===== src/rtl/fs_rx_fifo.sv =====
//==============================================================================
// Module      : fs_rx_fifo
// Description : Receive byte FIFO between the fast-serial deserializer and an
//               Avalon-ST byte consumer. Bytes arrive as one-cycle strobes
//               with no backpressure; bytes that find the FIFO full are
//               dropped and flagged. The output is a registered head byte
//               refilled from a circular storage RAM.
//               Optional feature macro: FS_RX_FIFO_OVF_COUNT_EN enables the
//               16-bit saturating dropped-byte counter on o_ovf_count.
// Revision    : 1.0 - initial release
//==============================================================================
`default_nettype none

module fs_rx_fifo #(
    parameter int DEPTH_LOG2  = 4,
    parameter int AFULL_LEVEL = 12
) (
    input  logic                  i_clk,
    input  logic                  i_rst_n,
    // Deserializer side
    input  logic [7:0]            i_data,
    input  logic                  i_valid,
    // Avalon-ST source side
    output logic [7:0]            o_data,
    output logic                  o_valid,
    input  logic                  i_ready,
    // Status
    output logic [DEPTH_LOG2:0]   o_level,
    output logic                  o_almost_full,
    output logic                  o_overflow,
    input  logic                  i_clr_ovf,
    output logic [15:0]           o_ovf_count
);

    //--------------------------------------------------------------------------
    // Constants
    //--------------------------------------------------------------------------
    localparam int                    c_DEPTH_N  = 1 << DEPTH_LOG2;
    localparam logic [DEPTH_LOG2:0]   c_DEPTH    = c_DEPTH_N[DEPTH_LOG2:0];
    localparam logic [DEPTH_LOG2:0]   c_AFULL    = AFULL_LEVEL[DEPTH_LOG2:0];
    localparam logic [DEPTH_LOG2:0]   c_LVL_ONE  = 1;
    localparam logic [DEPTH_LOG2:0]   c_LVL_ZERO = '0;
    localparam logic [DEPTH_LOG2-1:0] c_PTR_ONE  = 1;

    //--------------------------------------------------------------------------
    // State
    //--------------------------------------------------------------------------
    // Circular byte storage; contents are don't-care after reset.
    logic [7:0]            r_mem [0:c_DEPTH_N-1];
    logic [DEPTH_LOG2-1:0] r_wr_ptr;
    logic [DEPTH_LOG2-1:0] r_rd_ptr;
    // Head register presented on the Avalon-ST source.
    logic [7:0]            r_head;
    logic                  r_valid;
    // Total bytes held: storage plus head.
    logic [DEPTH_LOG2:0]   r_level;
    logic                  r_afull;
    logic                  r_ovf;

    //--------------------------------------------------------------------------
    // Combinational control
    //--------------------------------------------------------------------------
    logic                  w_pop;
    logic                  w_full;
    logic                  w_push;
    logic                  w_drop;
    logic [DEPTH_LOG2:0]   w_ram_cnt;
    logic                  w_load;
    logic [DEPTH_LOG2:0]   w_level_nxt;

    // A pop needs a held head byte; i_ready is ignored otherwise.
    assign w_pop     = r_valid & i_ready;
    assign w_full    = (r_level == c_DEPTH);
    // A full FIFO still accepts a byte when the head leaves on the same edge.
    assign w_push    = i_valid & (~w_full | w_pop);
    assign w_drop    = i_valid & w_full & ~w_pop;
    // Bytes sitting in storage, i.e. not yet moved into the head register.
    assign w_ram_cnt = r_level - {{DEPTH_LOG2{1'b0}}, r_valid};
    // The head refills only from bytes already in storage before this edge,
    // which gives a fresh byte one extra cycle before it becomes visible and
    // prevents any input-to-output bypass.
    assign w_load    = (~r_valid | w_pop) & (w_ram_cnt != c_LVL_ZERO);

    // Next occupancy: simultaneous push and pop cancel out.
    always_comb begin
        w_level_nxt = r_level;
        if (w_push && !w_pop) begin
            w_level_nxt = r_level + c_LVL_ONE;
        end else if (w_pop && !w_push) begin
            w_level_nxt = r_level - c_LVL_ONE;
        end
    end

    //--------------------------------------------------------------------------
    // Storage write port (no reset: RAM contents are irrelevant until written)
    //--------------------------------------------------------------------------
    // Write each accepted byte at the write pointer.
    always_ff @(posedge i_clk) begin
        if (w_push) begin
            r_mem[r_wr_ptr] <= i_data;
        end
    end

    // Write pointer advances per accepted byte and wraps modulo the depth.
    always_ff @(posedge i_clk or negedge i_rst_n) begin
        if (!i_rst_n) begin
            r_wr_ptr <= '0;
        end else if (w_push) begin
            r_wr_ptr <= r_wr_ptr + c_PTR_ONE;
        end
    end

    //--------------------------------------------------------------------------
    // Head register and read pointer
    //--------------------------------------------------------------------------
    // Refill the head from storage when it is empty or being consumed.
    always_ff @(posedge i_clk or negedge i_rst_n) begin
        if (!i_rst_n) begin
            r_head   <= 8'h00;
            r_valid  <= 1'b0;
            r_rd_ptr <= '0;
        end else if (w_load) begin
            r_head   <= r_mem[r_rd_ptr];
            r_valid  <= 1'b1;
            r_rd_ptr <= r_rd_ptr + c_PTR_ONE;
        end else if (w_pop) begin
            r_valid  <= 1'b0;
        end
    end

    //--------------------------------------------------------------------------
    // Occupancy and almost-full, registered on the push/pop edge itself
    //--------------------------------------------------------------------------
    // Level and almost-full both derive from the same next-level value.
    always_ff @(posedge i_clk or negedge i_rst_n) begin
        if (!i_rst_n) begin
            r_level <= '0;
            r_afull <= 1'b0;
        end else begin
            r_level <= w_level_nxt;
            r_afull <= (w_level_nxt >= c_AFULL);
        end
    end

    //--------------------------------------------------------------------------
    // Sticky overflow flag
    //--------------------------------------------------------------------------
    // A drop wins over a clear requested on the same edge.
    always_ff @(posedge i_clk or negedge i_rst_n) begin
        if (!i_rst_n) begin
            r_ovf <= 1'b0;
        end else if (w_drop) begin
            r_ovf <= 1'b1;
        end else if (i_clr_ovf) begin
            r_ovf <= 1'b0;
        end
    end

    //--------------------------------------------------------------------------
    // Optional dropped-byte counter
    //--------------------------------------------------------------------------
`ifdef FS_RX_FIFO_OVF_COUNT_EN
    logic [15:0] r_ovf_count;

    // Saturating count of drops; a drop on the clear edge restarts at 1.
    always_ff @(posedge i_clk or negedge i_rst_n) begin
        if (!i_rst_n) begin
            r_ovf_count <= 16'h0000;
        end else if (i_clr_ovf) begin
            r_ovf_count <= w_drop ? 16'h0001 : 16'h0000;
        end else if (w_drop && (r_ovf_count != 16'hFFFF)) begin
            r_ovf_count <= r_ovf_count + 16'h0001;
        end
    end

    assign o_ovf_count = r_ovf_count;
`else
    assign o_ovf_count = 16'h0000;
`endif

    //--------------------------------------------------------------------------
    // Outputs
    //--------------------------------------------------------------------------
    assign o_data        = r_head;
    assign o_valid       = r_valid;
    assign o_level       = r_level;
    assign o_almost_full = r_afull;
    assign o_overflow    = r_ovf;

endmodule

`default_nettype wire


===== config.mk =====
export PLATFORM = sky130hd
export DESIGN_NAME = fs_rx_fifo
export DESIGN_NICKNAME = d
export VERILOG_FILES = /design/src/rtl/fs_rx_fifo.sv
export SDC_FILE = /design/constraint.sdc
export NUM_CORES = 1
export LEC_CHECK = 0
export ABC_AREA = 1
export CORE_MARGIN = 1
export CORE_UTILIZATION = 60
export DETAILED_ROUTE_END_ITERATION = 10
export PLACE_DENSITY = 0.81
export SYNTH_ARGS = -nofsm -noshare
export SYNTH_HDL_FRONTEND = slang
export SYNTH_SLANG_ARGS = --single-unit

===== constraint.sdc =====
create_clock -name i_clk -period 3.2 [get_ports i_clk]
set_clock_uncertainty 0.1 [all_clocks]
set_input_delay 0.32 -clock i_clk [delete_from_list [all_inputs] [get_ports i_clk]]
set_output_delay 0.32 -clock i_clk [all_outputs]
set_load 0.01 [all_outputs]

==> metrics.md <==
| Metric | Value |
|---|---|
| Final worst slack | `0.7765 ns` |
| First-pass GRT wire length | `23,350 um` |
| Row count | `39` |
| Post-synth top area cell | `edfxtp_1` |
| Vias in the first global route | `4,582` |
| Fraction of layout cells with a size suffix above 1 | `0.06531` |
| First-pass DRT Iterations | `5` |
| Final core utilization | `0.6834` |
| Tmin final | `2.424 ns` |
| Cts repair resizes | `0` |
| Seq/Total Area, Yosys | `0.6347` |
| Num Clock Sinks | `152` |
| Gpl congestion | `0.9008` |
| Initial antenna violation count | `0` |
| Main synth FF type | `edfxtp_1` |
| Multi-input logic area | `0.001881 mm2` |
| Worst-margin pin slew | `1.052 ns` |
| Vias per cell | `5.431` |
| Top post-synthesis cells by area | `edfxtp_1, nand2_1, dfrtp_1, nand3_1, inv_1` |
| Synthesized flop and latch total | `152` |
| Clock root cell | `clkbuf_16` |
| Crit share post-route | `0.7573` |
| Asr flop ratio synth | `0.1579` |
| Top cells by count, synth | `nand2_1, edfxtp_1, inv_1, nand3_1, dfrtp_1` |
| Initial core utilization | `0.6132` |
| Critical Path RT | `3.15 ns` |
| Setup TNS | `0 ns` |
| Register Area | `0.004446 mm2` |
| Worst-path clk slew | `0.06 ns` |
| Status | `finished, final reports clean` |
| Mapped Cells | `701` |
| Worst skew pair latency | `0.42 ns` |
| Fin. Hold Viols | `0` |
| Most common cell in the netlist | `nand2_1` |
| Hold Path Class | `input pin to async pin` |
| CTS buffer count | `17` |
| CP arrival | `2.37 ns` |
| Fmax | `412.6 MHz` |
| CP startpoint kind | `flop` |
| Tot GR Track Use | `0.2716` |
| Largest net degree at the start of global routing | `67` |
| RSZ-0062 raised after global routing | `no` |
| Critical Path Fanout Max | `8` |
| Kind of critical path | `flop to flop` |
| DRT iter0 DRCs | `520` |
| Leakage | `0.003411 uW` |
| Area fraction of the dominant cell type after synthesis | `0.5490` |
| DRC | `0` |
| Slew HR | `0.2979` |
| Vias | `4,768` |
| Number of max-cap violations | `0` |
| Port-buffer cells | `28` |
| CTS Hold Bufs | `0` |
| Drt total wl | `14,930 um` |
| Width of the die | `110.0 um` |
| Slew Limit Fails | `0` |
| Post-synth EDFFs | `128` |
| CTS tree | `built` |
| CTS max path bufs | `2` |
| Die area | `0.01211 mm2` |
| Worst setup EP type | `flop` |
| Final setup viols | `0` |
| Worst hold margin | `0.1597 ns` |
| Maximum resistive drop on vdd | `610.8 uV` |
| Synthesized area per cell | `9.988 um2` |
| Nets | `744` |
| Post-DRT Antenna Nets | `0` |
| Setup Buffers After CTS | `0` |
| Fillers | `810` |
| Pwr per Cell Area | `890.0 mW/mm2` |
| Post-synth cell types | `32` |
| Synthesis-to-finish area growth | `11.45%` |
| Grt total ovfl | `0` |
| Die Y | `110.0 um` |
| Post-Place Worst Slack | `0.6039 ns` |
| I/O pin cnt | `45` |
| H-tree levels | `4` |
| Synthesized area | `0.007002 mm2` |
| Antenna fix cells | `0` |
| Synth warnings | `0` |
| Post-DP HPWL | `9394 um` |
| Core area | `0.01142 mm2` |
| WL/cell | `17.01 um` |
-- worst max-delay path, cell delays in order (launching register included) --
cell	delay [ns]
dfrtp_1	0.44
inv_1	0.13
ha_1	0.26
nand3_2	0.14
o21ai_4	0.09
inv_4	0.13
nand2_1	0.19
nor2_1	0.57
-- per-stage QoR --
| step | total power, uW | area [um2] | std cells |
|---|---|---|---|
| 6_report | 6945 | 7804 | 878 |
| 5_1_grt | 7368 | 7804 | 878 |
| 3_5_place_dp | 5096 | 7268 | 847 |
| 3_3_place_gp | 5027 | 7268 | 847 |
| 2_1_floorplan | 4460 | 7058 | 716 |
| 4_1_cts | 6927 | 7804 | 878 |
-- final timing paths --
| check | from | slack [ns] | end | cells past startpoint |
|---|---|---|---|---|
| worst max-delay path | o_level[0]$_DFF_PN0_ | 0.78 | r_mem[6][7]$_DFFE_PP_ | 7 |
| worst min-delay path | i_rst_n | 0.16 | o_level[2]$_DFF_PN0_ | 2 |
| worst max register to register | o_level[0]$_DFF_PN0_ | 0.78 | r_mem[6][7]$_DFFE_PP_ | 7 |
| worst min register to register | o_data[7]$_DFFE_PN0P_ | 0.38 | o_data[7]$_DFFE_PN0P_ | 2 |
| max in group asynchronous | i_rst_n | 2.56 | r_rd_ptr[0]$_DFFE_PN0P_ | 2 |
| min in group i_clk | i_clr_ovf | 0.37 | o_overflow$_DFFE_PN0P_ | 2 |
-- sequential cells by signal (all words and copies together), names as in the netlist --
name	count
o_overflow	1
o_almost_full	1
o_data	8
o_level	5
r_wr_ptr	4
r_rd_ptr	4
o_valid	1
r_mem	128
-- per-layer routing --
metal,track usage,part of all wire,up-vias
li1,-,-,2259
met1,0.3595,0.42,2231
met2,0.4156,0.48,236
met3,0.06878,0.072,42
met4,0.1438,0.031,0
met5,0,0,-
-- cells by family after synthesis --
logic type / count (synthesis) / share of synthesized area
flip-flops: 152 / 0.6347
buffers and inverters: 160 / 0.1047
XOR/XNOR: 9 / 0.01233
AO/OA/AOI/OAI: 15 / 0.01555
other: 1 / 0.0005356
adder cells (fa/ha/maj): 8 / 0.01430
AND/OR/NAND/NOR: 356 / 0.2178
-- layout by cell type (no fill, tap or decap), types with 2 or more instances in the layout --
master,count
nand2_1,221
edfxtp_1,128
inv_1,110
nand3_1,105
clkdlybuf4s50_1,28
dfrtp_1,23
nor2_1,19
clkbuf_16,17
conb_1,16
ha_1,8
o21ai_0,6
xor2_1,6
clkinv_1,5
clkinvlp_4,4
nand4_1,3
o21ai_1,3
inv_2,3
buf_4,3
nand3_2,2
xnor2_1,2
o21ai_4,2
inv_4,2
o21ai_2,2
clkinv_4,2
-- power by group --
part / switching (uW) / internal, uW / total (uW)
sequential: 228 / 2460 / 2690
clock: 765 / 1050 / 1820
combinational: 1610 / 823 / 2440
total: 2610 / 4340 / 6950
-- final cells by class --
type,instances,share of cell area
Sequential cell,152,0.5697
Multi-Input combinational cell,404,0.2410
Inverter,116,0.05644
Clock buffer,18,0.05499
Timing Repair Buffer,32,0.04137
Tap cell,143,0.02293
Clock inverter,13,0.01363
Power figures use the tool's default switching activity.
